<file path="src/rtl/pipe_stage_skid_reg.sv">
// Pipeline stage boundary register with a valid/ready handshake and a 2-entry skid buffer.
// in_ready comes straight from a flop, so downstream stall never reaches upstream combinationally.
module pipe_stage_skid_reg #(
    parameter int DATA_W   = 32,
    parameter int CTRL_W   = 16,
    parameter bit CLR_DATA = 1'b0
) (
    input  logic              clk,
    input  logic              reset,
    input  logic              flush,
    input  logic              in_valid,
    output logic              in_ready,
    input  logic [DATA_W-1:0] in_data,
    input  logic [CTRL_W-1:0] in_ctrl,
    output logic              out_valid,
    input  logic              out_ready,
    output logic [DATA_W-1:0] out_data,
    output logic [CTRL_W-1:0] out_ctrl,
    output logic [1:0]        occupancy
);

    logic              main_valid, skid_valid;
    logic [DATA_W-1:0] main_data, skid_data;
    logic [CTRL_W-1:0] main_ctrl, skid_ctrl;
    logic              accept, main_free;

    assign accept    = in_valid & ~skid_valid;
    // Main can take a new entry when it is empty or its entry leaves this cycle.
    assign main_free = ~main_valid | out_ready;

    always_ff @(posedge clk or negedge reset) begin
        if (!reset) begin
            main_valid <= 1'b0;
            main_data  <= '0;
            main_ctrl  <= '0;
            skid_valid <= 1'b0;
            skid_data  <= '0;
            skid_ctrl  <= '0;
        end else if (flush) begin
            main_valid <= 1'b0;
            main_ctrl  <= '0;
            skid_valid <= 1'b0;
            skid_ctrl  <= '0;
            if (CLR_DATA) begin
                main_data <= '0;
                skid_data <= '0;
            end
        end else if (main_free) begin
            if (skid_valid) begin
                main_valid <= 1'b1;
                main_data  <= skid_data;
                main_ctrl  <= skid_ctrl;
                skid_valid <= 1'b0;
                skid_ctrl  <= '0;
                if (CLR_DATA) skid_data <= '0;
            end else if (accept) begin
                main_valid <= 1'b1;
                main_data  <= in_data;
                main_ctrl  <= in_ctrl;
            end else begin
                // Drained with no refill: leave a bubble behind.
                main_valid <= 1'b0;
                main_ctrl  <= '0;
                if (CLR_DATA) main_data <= '0;
            end
        end else if (accept) begin
            skid_valid <= 1'b1;
            skid_data  <= in_data;
            skid_ctrl  <= in_ctrl;
        end
    end

    assign in_ready  = ~skid_valid;
    assign out_valid = main_valid;
    assign out_data  = main_data;
    assign out_ctrl  = main_ctrl;
    assign occupancy = {1'b0, main_valid} + {1'b0, skid_valid};

endmodule
</file>
<file path="config.mk">
export PLATFORM = sky130hd
export DESIGN_NAME = pipe_stage_skid_reg
export DESIGN_NICKNAME = d
export VERILOG_FILES = /design/src/rtl/pipe_stage_skid_reg.sv
export SDC_FILE = /design/constraint.sdc
export NUM_CORES = 1
export LEC_CHECK = 0
export ABC_CLOCK_PERIOD_IN_PS = 1800
export CORE_UTILIZATION = 30
export CTS_CLUSTER_DIAMETER = 200
export DETAILED_ROUTE_END_ITERATION = 10
export GPL_TIMING_DRIVEN = 0
export SKIP_LAST_GASP = 1
export SLEW_MARGIN = 15
export SYNTH_ARGS = -nofsm -noshare
export SYNTH_HDL_FRONTEND = slang
export SYNTH_SLANG_ARGS = --single-unit
</file>
<file path="constraint.sdc">
create_clock -name clk -period 1.8 [get_ports clk]
set_clock_uncertainty 0.05 [all_clocks]
set_input_delay 0.54 -clock clk [delete_from_list [all_inputs] [get_ports clk]]
set_output_delay 0.54 -clock clk [all_outputs]
set_load 0.01 [all_outputs]
</file>
==> impl_metrics.json <==
{
  "tns_ps": 0,
  "hold_ws_ps": 57.94,
  "instances_no_fill": 651,
  "clock_path_buffers": 2,
  "slew_headroom_pct": 69.07,
  "num_vias": 3045,
  "rsz0062_at_grt": "yes",
  "area_growth_pct": 37.29,
  "syn_area_per_cell_sq_um": 13.13,
  "grt_max_degree": 57,
  "syn_area_sq_mm": 0.004463,
  "fmax_ghz": 0.5558,
  "numClockSinks": 98,
  "syn_inst": 340,
  "htreeDepth": 3,
  "cts_tree": "yes",
  "first_pass_iters": 4,
  "dp_hpwl_mm": 7.070,
  "status": "completed",
  "clock_power_share_pct": 33.7,
  "setup.worst_path.start_class": "flip-flop",
  "cts.clk_slew.worst_paths_ps": 70,
  "p_seq_share_pct": 47.6,
  "cts_buffers": 9,
  "synth.distinct_cells": 24,
  "fillCellCount": 1411,
  "crit_arrival_ps": 1210,
  "slowest_delay_ps": 460,
  "die_w_um": 124.0,
  "dieArea_sq_mm": 0.01537,
  "combPwrFrac_pct": 18.7,
  "finalCriticalPeriod_ps": 1799,
  "drtIter0Drc": 199,
  "critPathMaxFanout": 5,
  "end_kind": "output port",
  "final_antenna_net_count": 0,
  "synth_fp_nets": 394,
  "remaining_drc_errors": 0,
  "hp-class": "in2async",
  "slew_violations": 0,
  "antenna_found_initial": 0,
  "vias_per_cell": 4.677,
  "cp.required_ps": 1210,
  "p_switching_uw": 1411,
  "wl_per_cell_um": 15.64,
  "p_leak_uw": 0.002709,
  "p_sw_share_pct": 24.70,
  "p_int_uw": 4302,
  "path_common_cell": "buf_8",
  "rows": 44,
  "antenna-diode-count": 0,
  "post-route-period-util_pct": 99.96,
  "grt_pass1_wl_mm": 16.08,
  "worstPathCellList": "buf_8 -> buf_8 -> inv_2 -> buf_6",
  "hold_buffers": 0,
  "finalWeightedCongestion": 0.7666,
  "die_y_um": 124.0,
  "clock-root-buffer": "clkbuf_16",
  "initial_utilization_pct": 30.71,
  "cellPowerDensity_mw_per_mm2": 932.4,
  "crit_slowest_cell": "dfrtp_2",
  "ioPinCount": 105,
  "grt_pass1_vias": 3153,
  "worstMarginPinSlew_ps": 462.2,
  "core_area_sq_mm": 0.01453,
  "portBuffers": 103,
  "ys_seq_elements": 98,
  "overflow": 0,
  "worst_ir_drop_vdd_v": 0.0003799,
  "clkLatencyLatePin_ps": 350,
  "seq_area_frac_synth_pct": 54.95,
  "grt.total_usage_pct": 13.98,
  "yosys_warnings": 0,
  "drive_gt1_share_pct": 31.48,
  "setup_viol": 0,
  "place_inst": 628,
  "finalPower_uw": 5713,
  "wirelength_mm": 10.18,
  "fin_nets": 517,
  "worstSetupPathType": "reg2out",
  "hold_viol": 0,
  "cap_violations": 0
}
## final timing paths
| kind | to | depth (start not counted) | slack, ps | startpoint |
|---|---|---|---|---|
| max reg2reg | out_data[3]$_DFFE_PN0P_ | 6 | 70 | out_valid$_DFFE_PN0P_ |
| max | in_ready | 4 | 0.8 | skid_valid$_DFFE_PN0P_ |
| min | out_data[30]$_DFFE_PN0P_ | 1 | 60 | reset |
| min reg2reg | out_data[4]$_DFFE_PN0P_ | 1 | 440 | out_data[4]$_DFFE_PN0P_ |
| max in group asynchronous | skid_valid$_DFFE_PN0P_ | 2 | 1030 | reset |
| min in group clk | out_data[4]$_DFFE_PN0P_ | 1 | 440 | out_data[4]$_DFFE_PN0P_ |
## cell usage after synthesis
cell type,count,area share (%)
nor2b_1,2,0.28
nor2_1,3,0.25
mux2_1,5,1.3
nand2b_1,16,2.2
mux2i_1,16,3.6
buf_2,12,1.3
inv_1,1,0.084
clkbuf_1,3,0.25
nand2_1,46,3.9
mux2_2,91,23
nand3_2,1,0.22
ha_1,1,0.28
dfrtp_1,98,55
o21bai_1,1,0.17
a22o_1,17,3.3
mux2_4,1,0.34
nor2b_4,1,0.31
o21ai_1,1,0.11
nor3b_4,1,0.42
nor3_4,1,0.36
buf_4,5,0.84
o21ai_0,14,1.6
buf_12,1,0.45
buf_6,2,0.50
## flip-flops by register name, indices dropped and copies added (netlist names)
name        cells
out_ctrl       16
skid_valid      1
skid_ctrl      16
out_data       32
out_valid       1
skid_data      32
## layout by cell type, fill, tap and decap left out
cell type        count
clkdlybuf4s50_1     48
dfrtp_1             97
nor2_1               3
a22o_1              17
buf_12               2
o21ai_1              1
clkinv_2             2
inv_2                1
nor2b_4              1
nor3_4               1
buf_6               13
nor3b_4              1
ha_4                 1
o21bai_1             1
buf_16               1
clkbuf_16            9
bufinv_16            1
mux2_1               5
clkbuf_2             1
buf_8                2
nand2_1             46
dlygate4sd2_1       50
clkbuf_4             1
nand3_4              1
mux2_2              91
buf_2                7
o21ai_0             14
clkbuf_8             1
nor2b_1              2
buf_4                8
clkbuf_1             4
nand2b_1            16
mux2i_1             16
mux2_4               1
dfrtp_2              1
## layer usage
layer	global-route usage, %	vias to the layer above	part of all wire [%]
li1	-	1426	-
met1	18.19	1515	46
met2	22.05	92	46
met3	3.342	12	5.8
met4	6.250	0	1.8
met5	0	-	0
## per-stage QoR
stage | setup WS (ps) | cell area (sq um) | util [%]
final | 0.8061 | 6127 | 42.16
after global routing | -32.22 | 6127 | 42.16
after CTS | -148.7 | 6055 | 41.66
after detailed placement | -636.9 | 5753 | 39.58
after global placement | -3615 | 5724 | 39.39
after floorplan | 196.6 | 4463 | -
## area by class of cell
type                    count  area, sq um  share of cell area [%]
flip-flops and latches     98         2454                   40.04
plain buffers              23        215.2                   3.512
inverters                   1        3.754                 0.06126
clock inverters             3        40.04                  0.6535
well taps                 184        230.2                   3.757
multi-input cells         218         1876                   30.61
clock buffers              12        246.5                   4.023
repair buffers            112         1062                   17.34
## cell families (layout without fill, tap and decap cells)
| family | after synthesis | in the layout | synth area share, % |
|---|---|---|---|
| buffers and inverters | 24 | 151 | 3.476 |
| muxes | 113 | 113 | 28.15 |
| AOI/OAI and AO/OA | 33 | 33 | 5.186 |
| and+or+nand+nor | 71 | 71 | 7.962 |
| DFF | 98 | 98 | 54.95 |
| adders and majority gates | 1 | 1 | 0.2803 |
## power groups by stage
stage | registers [uW] | clock network (uW) | logic (uW)
2_1_floorplan | 2810 | 0 | 491
3_3_place_gp | 2760 | 0 | 1140
3_5_place_dp | 2770 | 0 | 1170
4_1_cts | 2720 | 2000 | 1070
5_1_grt | 2770 | 2060 | 1170
6_report | 2720 | 1920 | 1070
## critical path: cells and delay by family (launching register included)
family | cells | cell delay (ps)
buf+inv | 4 | 390
flops | 1 | 460
## repair_timing
action                                  CTS  global route
endpoints found under the setup margin  142            34
buffers inserted                          4             3
cloned                                    0             1
resized for setup                        77            16
pin swaps                                 1             1
No activity file was read; power rests on OpenSTA's default activity.
